**src/rtl/instr_fetch_if.sv**
```systemverilog
// Fetch-unit bus bundle: instruction-memory req/ack channel plus the issue channel
// toward the datapath. The fetch unit is the master; memory/datapath sit on the slave side.
interface instr_fetch_if;
   logic        imem_req;
   logic [31:0] imem_addr;
   logic        imem_ack;
   logic [31:0] imem_rdata;
   logic        issue_ready;
   logic [31:0] instr;
   logic        we;

   modport master (
      output imem_req,
      output imem_addr,
      output instr,
      output we,
      input  imem_ack,
      input  imem_rdata,
      input  issue_ready
   );

   modport slave (
      input  imem_req,
      input  imem_addr,
      input  instr,
      input  we,
      output imem_ack,
      output imem_rdata,
      output issue_ready
   );
endinterface

```
**src/rtl/instr_fetch.sv**
```systemverilog
// Instruction fetch unit: holds the PC, fetches words over req/ack and issues each one
// to the datapath with a single-cycle we strobe; halts permanently on the ecall word.
module instr_fetch #(
   parameter logic [31:0] RESET_PC   = 32'h0000_0000,
   parameter logic [31:0] ECALL_WORD = 32'h0000_0073
) (
   input  logic          clk,
   input  logic          rst,
   input  logic          run,
   instr_fetch_if.master bus,
   output logic [31:0]   pc,
   output logic [31:0]   icount,
   output logic          halted
);

   localparam logic [31:0] NOP_WORD = 32'h0000_0013;

   typedef enum logic [1:0] {
      IDLE  = 2'd0,
      REQ   = 2'd1,
      ISSUE = 2'd2,
      HALT  = 2'd3
   } state_t;

   state_t      state_q, state_d;
   logic [31:0] pc_q, pc_d;
   logic [31:0] instr_q, instr_d;
   logic [31:0] icount_q, icount_d;
   logic        halted_q, halted_d;
   logic        req_q, req_d;
   logic        issue_fire;

   // The datapath samples instr on the same edge, so the strobe is a pure decode.
   assign issue_fire = (state_q == ISSUE) && bus.issue_ready;

   always_comb begin
      state_d  = state_q;
      pc_d     = pc_q;
      instr_d  = instr_q;
      icount_d = icount_q;
      halted_d = halted_q;

      case (state_q)
         IDLE: begin
            if (run) begin
               state_d = REQ;
            end
         end
         REQ: begin
            // run is deliberately not looked at here: a started fetch always completes.
            if (bus.imem_ack) begin
               instr_d = bus.imem_rdata;
               if (bus.imem_rdata == ECALL_WORD) begin
                  state_d  = HALT;
                  halted_d = 1'b1;
               end else begin
                  state_d = ISSUE;
               end
            end
         end
         ISSUE: begin
            if (issue_fire) begin
               pc_d     = pc_q + 32'd4;
               icount_d = icount_q + 32'd1;
               state_d  = run ? REQ : IDLE;
            end
         end
         HALT: begin
            state_d = HALT;
         end
         default: begin
            state_d = IDLE;
         end
      endcase

      req_d = (state_d == REQ);
   end

   always_ff @(posedge clk or posedge rst) begin
      if (rst) begin
         state_q  <= IDLE;
         pc_q     <= RESET_PC;
         instr_q  <= NOP_WORD;
         icount_q <= 32'd0;
         halted_q <= 1'b0;
         req_q    <= 1'b0;
      end else begin
         state_q  <= state_d;
         pc_q     <= pc_d;
         instr_q  <= instr_d;
         icount_q <= icount_d;
         halted_q <= halted_d;
         req_q    <= req_d;
      end
   end

   assign bus.imem_req  = req_q;
   assign bus.imem_addr = pc_q;
   assign bus.instr     = instr_q;
   assign bus.we        = issue_fire;
   assign pc            = pc_q;
   assign icount        = icount_q;
   assign halted        = halted_q;

endmodule

```
**src/flat_wrapper.sv**
```systemverilog
// flat-port wrapper written by rule: the top's interface ports become plain ports
module instr_fetch_flat 
#(
   parameter logic [31:0] RESET_PC   = 32'h0000_0000,
   parameter logic [31:0] ECALL_WORD = 32'h0000_0073
)
  (clk, rst, run, pc, icount, halted, bus_imem_req, bus_imem_addr, bus_instr, bus_we, bus_imem_ack, bus_imem_rdata, bus_issue_ready);
  instr_fetch_if bus_i ();
  input  logic clk;
  input  logic rst;
  input  logic run;
  output logic [31:0] pc;
  output logic [31:0] icount;
  output logic halted;
  output wire logic [$bits(bus_i.imem_req)-1:0] bus_imem_req;
  output wire logic [$bits(bus_i.imem_addr)-1:0] bus_imem_addr;
  output wire logic [$bits(bus_i.instr)-1:0] bus_instr;
  output wire logic [$bits(bus_i.we)-1:0] bus_we;
  input wire logic [$bits(bus_i.imem_ack)-1:0] bus_imem_ack;
  input wire logic [$bits(bus_i.imem_rdata)-1:0] bus_imem_rdata;
  input wire logic [$bits(bus_i.issue_ready)-1:0] bus_issue_ready;
  assign bus_imem_req = bus_i.imem_req;
  assign bus_imem_addr = bus_i.imem_addr;
  assign bus_instr = bus_i.instr;
  assign bus_we = bus_i.we;
  assign bus_i.imem_ack = bus_imem_ack;
  assign bus_i.imem_rdata = bus_imem_rdata;
  assign bus_i.issue_ready = bus_issue_ready;
  instr_fetch #(.RESET_PC(RESET_PC), .ECALL_WORD(ECALL_WORD)) u_core (.clk(clk), .rst(rst), .run(run), .bus(bus_i), .pc(pc), .icount(icount), .halted(halted));
endmodule
```
**config.mk**
```make
export PLATFORM = sky130hd
export DESIGN_NAME = instr_fetch_flat
export DESIGN_NICKNAME = d
export VERILOG_FILES = /design/src/rtl/instr_fetch_if.sv /design/src/rtl/instr_fetch.sv /design/src/flat_wrapper.sv
export SDC_FILE = /design/constraint.sdc
export NUM_CORES = 1
export LEC_CHECK = 0
export ABC_AREA = 1
export BUFFER_PORTS_ARGS = -buffer_cell sky130_fd_sc_hd__buf_2
export CORE_MARGIN = 8
export CORE_UTILIZATION = 55
export CTS_BUF_LIST = sky130_fd_sc_hd__clkbuf_8 sky130_fd_sc_hd__clkbuf_16
export CTS_CLUSTER_SIZE = 28
export DETAILED_ROUTE_END_ITERATION = 7
export PLACE_DENSITY = 0.95
export SLEW_MARGIN = 40
export SYNTH_ARGS = -nofsm -noshare
export SYNTH_HDL_FRONTEND = slang
export SYNTH_SLANG_ARGS = --single-unit
```
**constraint.sdc**
```tcl
create_clock -name clk -period 6.3 [get_ports clk]
set_clock_uncertainty 0.15 [all_clocks]
set_input_delay 0.63 -clock clk [delete_from_list [all_inputs] [get_ports clk]]
set_output_delay 0.63 -clock clk [all_outputs]
set_load 0.01 [all_outputs]
```
==> Yosys cells after proc, flatten, opt, wreduce, memory -nomap -nowiden <==
Cells that the tools add are included.
{ "word_totals": {"out_inout_bits": 131, "in_bits": 37, "elab_cells": 24, "regBits": 100} }
{ "op_classes": {"add_sub_neg": 2, "n_eq_ne": 5, "n_mux": 6, "reduce_logical": 5} }
{ "op_table": {"columns": ["cell", "count"], "rows": [
  ["adder 32 x 1 -> 32 bit, second input constant", 1],
  ["adder 32 x 3 -> 32 bit, second input constant", 1],
  ["equality test 32 x 7 -> 1 bit, second input constant", 1],
  ["case mux 2 bit (4 select lines)", 1],
  ["two-way mux 2 bit", 3],
  ["equality test 2 x 1 -> 1 bit, second input constant", 2],
  ["equality test 2 bit, second input constant", 2],
  ["AND reduction 2 bit", 2],
  ["AND reduction 3 bit", 1],
  ["zero test 2 bit", 1],
  ["two-way mux 1 bit", 2],
  ["logical AND 1 bit", 1]
]} }

==> Longest topological paths before layout <==
{ "depth": {"word_depth": 5, "mapped_depth": 9, "mapped_depth_nobuf": 9} }

==> Worst setup path before layout <==
Ideal clock, no wire load.
{ "synth_timing": {"path_kind": "input port to output port", "from": "in bus_issue_ready", "to": "out bus_we", "required_ns": 5.520, "stages": 3, "path_buffers": 1, "arrival_time_ns": 1.122, "setup_slack_ns": 4.398, "cell_sequence": "nand3_4 inv_1 buf_2"} }
{ "synth_via": {"elab_chain_cells": 1} }
{ "synth_lines": {"columns": ["item", "line_no", "source"], "rows": [
  ["from (decl)", "flat_wrapper.sv:21", "input wire logic [$bits(bus_i.issue_ready)-1:0] bus_issue_ready;"],
  ["logical AND 1 bit", "instr_fetch.sv:34", "assign issue_fire = (state_q == ISSUE) && bus.issue_ready;"],
  ["to (decl)", "flat_wrapper.sv:18", "output wire logic [$bits(bus_i.we)-1:0] bus_we;"]
]} }
Every way passes these cells.

==> Final worst setup path <==
{ "layout_timing": {"from": "reg u_core.state_q[0]", "to": "out bus_we"} }
{ "layout_via": {"elab_chain_cells": 2} }
{ "layout_lines": {"columns": ["item", "line_no", "source"], "rows": [
  ["from (decl)", "instr_fetch.sv:25", "state_t state_q, state_d;"],
  ["from (signal assigned)", "instr_fetch.sv:88", "state_q <= state_d;"],
  ["equality test 2 bit", "instr_fetch.sv:34", null],
  ["logical AND 1 bit", "instr_fetch.sv:34", null]
]} }
Every way passes these cells.

==> flow_metrics.env <==
export IMPL_cp_end_kind="primary output"
export IMPL_slew_viol_final=0
export IMPL_critPathLaunchType="register"
export IMPL_dpl_hpwl_mm=10.2
export IMPL_cp_arrival_ns=1.90
export IMPL_drt_wirelength_per_cell_um=14.2
export IMPL_cp_cell_sequence="inv_1 > nand3_4 > inv_1 > buf_2"
export IMPL_hold_buffers=0
export IMPL_startpoint="u_core.state_q[0]"
export IMPL_worst_path_max_fanout=25
export IMPL_synth_fa_ha_area_share_pct=0.474
export IMPL_max_cap_violations=0
export IMPL_crit_type="register to primary output"
export IMPL_clk_path_buf_depth=2
export IMPL_drc=0
export IMPL_vias=4525
export IMPL_start_util_pct=56.9
export IMPL_r2r_slack_ns=4.18
export IMPL_synth_main_ff_cell="dfrtp_1"
export IMPL_synth_xor_area_share_pct=7.13
export IMPL_final_nets=833
export IMPL_cts_tree="done"
export IMPL_tightestPinTransition_ns=0.549
export IMPL_ff2ff_path_depth=8
export IMPL_crit_path_frequent_cell="inv_1"
export IMPL_dieArea_mm2=0.0130
export IMPL_max_clock_freq_mhz=373
export IMPL_clkLatencyLatePin_ns=0.36
export IMPL_fp_dieW_um=114
export IMPL_yosysWarnings=0
export IMPL_rsz0062_at_grt="false"
export IMPL_cts_buffers=9
export IMPL_finalSetupTns_ns=0
export IMPL_grt_util_all_layers_pct=20.8
export IMPL_setup_viol=0
export IMPL_cts_htree_levels=3
export IMPL_synth_avg_cell_area_um2=8.03
export IMPL_period_share_pct=42.6
export IMPL_num_io_pins=168
export IMPL_drive_gt1_share_pct=26.9
export IMPL_synth_seq_cells=98
export IMPL_grt_pass1_wl_mm=21.9
export IMPL_rows=35
export IMPL_syn_to_final_growth_pct=16.7
export IMPL_status="completed"
export IMPL_fin_crit_ns=2.68
export IMPL_viasPerCell=4.88
export IMPL_hold_viol=0
export IMPL_synth_cells=658
export IMPL_gp_congestion=0.882
export IMPL_crit_end="bus_we"
export IMPL_rr_endpoint="u_core.icount[20]"
export IMPL_hp_class="input pin to async pin"
export IMPL_cts_resized=0
export IMPL_first_pass_iters=4
export IMPL_synth_async_sr_flop_share_pct=100
export IMPL_worst_slack_ns=3.62
export IMPL_synthMuxAreaShare_pct=1.07
export IMPL_synth_top_cell_by_area="dfrtp_1"
export IMPL_wirelength_mm=13.1
export IMPL_slowest_stage="inv_1"
export IMPL_synth_area_top_cells="dfrtp_1 (45%), nand2_1 (15%), nor2_1 (5.0%)"
export IMPL_slowest_delay_ns=0.49
export IMPL_synth_simple_area_share_pct=31.2
export IMPL_syn_area_mm2=0.00528
export IMPL_coreArea_mm2=0.00928
export IMPL_clk_pin_slew_ns=0.10
export IMPL_synth_edf_count=0
export IMPL_dp_cells=912
export IMPL_die_height_um=114
export IMPL_cts_sinks=98
export IMPL_synth_cell_types=33
export IMPL_gr_total_overflow=0
export IMPL_r2r_start="u_core.state_q[0]"
export IMPL_place_ws_ns=3.74
export IMPL_grt_pass1_vias=4700
export IMPL_antenna_cells=0
export IMPL_p_leak_nw=3.32
export IMPL_yosysSeqAreaShare_pct=46.5
export IMPL_slew_headroom_pct=63.4
export IMPL_cts_root_buf="clkbuf_8"
export IMPL_postCtsSetupBuffers=0
export IMPL_synth_top_cell_area_share_pct=45.0
export IMPL_antenna_left=0
export IMPL_worstPathRequired_ns=5.52
export IMPL_grt_antenna_before_repair=0
export IMPL_port_buffers=163
export IMPL_synth_compound_area_share_pct=3.08
export IMPL_synth_top_family_by_area="simple AND/OR/NAND/NOR gates"
export IMPL_power_density_mw_per_mm2=280
export IMPL_finalNonFillerCells=928
export IMPL_ir_drop_mv=0.238
export IMPL_drtIter0Drc=176
export IMPL_grt_max_degree=62
worst min-delay path by stage:
stage                      start              endpoint  slack (ns)  cells after the start
2_1_floorplan  u_core.state_q[0]     u_core.state_q[0]        0.35                      2
3_3_place_gp       u_core.halted         u_core.halted        0.30                      1
3_5_place_dp       u_core.halted         u_core.halted        0.31                      1
4_1_cts                      rst  u_core.bus.instr[31]        0.14                      2
5_1_grt                      rst  u_core.bus.instr[31]        0.16                      2
6_report                     rst  u_core.bus.instr[22]        0.13                      2
layout by cell type (no fill, tap or decap), types with 5 or more instances in the layout:
cell / instances
buf_2: 163
inv_1: 69
nor2_1: 70
clkbuf_8: 9
nand3b_1: 7
nor2_4: 6
dfrtp_1: 95
nor3_2: 6
xnor2_1: 16
nor3_1: 13
nand4_1: 6
mux2_2: 5
nand2_1: 216
nand3_1: 25
xor2_1: 27
o21ai_0: 29
synth_stat cells, types with 3 or more instances:
master and count:
nand2_1 216, dfrtp_1 95, nor2_1 70, inv_1 68
buf_4 34, o21ai_0 29, xor2_1 27, nand3_1 25
xnor2_1 16, nor3_1 13, nand3b_1 7, clkbuf_1 6
nand4_1 6, nor2_4 6, nor3_2 6, mux2_2 5
dfstp_2 3, nand2_2 3, nand2_4 3, nor2_2 3
flip-flops by register name, summed over array words and instances (netlist names):
signal and count:
u_core.bus.instr 32, u_core.icount 32, u_core.bus.imem_addr 30, u_core.state_q 2
u_core.bus.imem_req 1, u_core.halted 1
stage by stage:
stage	hold WS, ns	area (um2)	power (mW)	util [%]
2_1_floorplan	0.348	5290	1.16	-
3_3_place_gp	0.303	5990	1.35	64.5
3_5_place_dp	0.307	5990	1.37	64.5
4_1_cts	0.136	6160	1.74	66.3
5_1_grt	0.160	6160	1.84	66.4
6_report	0.131	6160	1.72	66.4
layer usage:
metal  global-route usage [%]  vias up  part of all wire [%]
met4                     7.72        0                   2.0
met1                     23.9     2096                    42
met2                     35.3      147                    47
met5                        0        -                     0
met3                     6.92       18                   8.6
li1                         -     2264                     -
cell type report:
type | instances | area [um2]
fillers | 757 | 3120
flip-flops and latches | 98 | 2460
multi-input cells | 452 | 2280
repair buffers | 165 | 835
inverters | 68 | 258
well taps | 129 | 161
clock buffers | 9 | 124
clock inverters | 7 | 46.3
power breakdown:
part | internal (mW) | switching, mW
clock | 0.144 | 0.225
combinational | 0.190 | 0.290
sequential | 0.768 | 0.108
total | 1.10 | 0.623
worst max-delay path: cells and delay by family, from the launching register on:
family / cells / cell delay, ns
buf+inv: 3 / 0.82
flops: 1 / 0.42
simple gates: 1 / 0.29
cell families (layout without fill, tap and decap cells):
kind of cell,after synthesis,count (layout)
buffers and inverters,111,249
other,1,4
XOR/XNOR,43,43
flip-flops,98,98
AND/OR/NAND/NOR,366,366
adder cells (fa/ha/maj),2,2
multiplexers,5,5
AO/OA/AOI/OAI,32,32
Note: power is estimated with default switching activity, not from simulation.
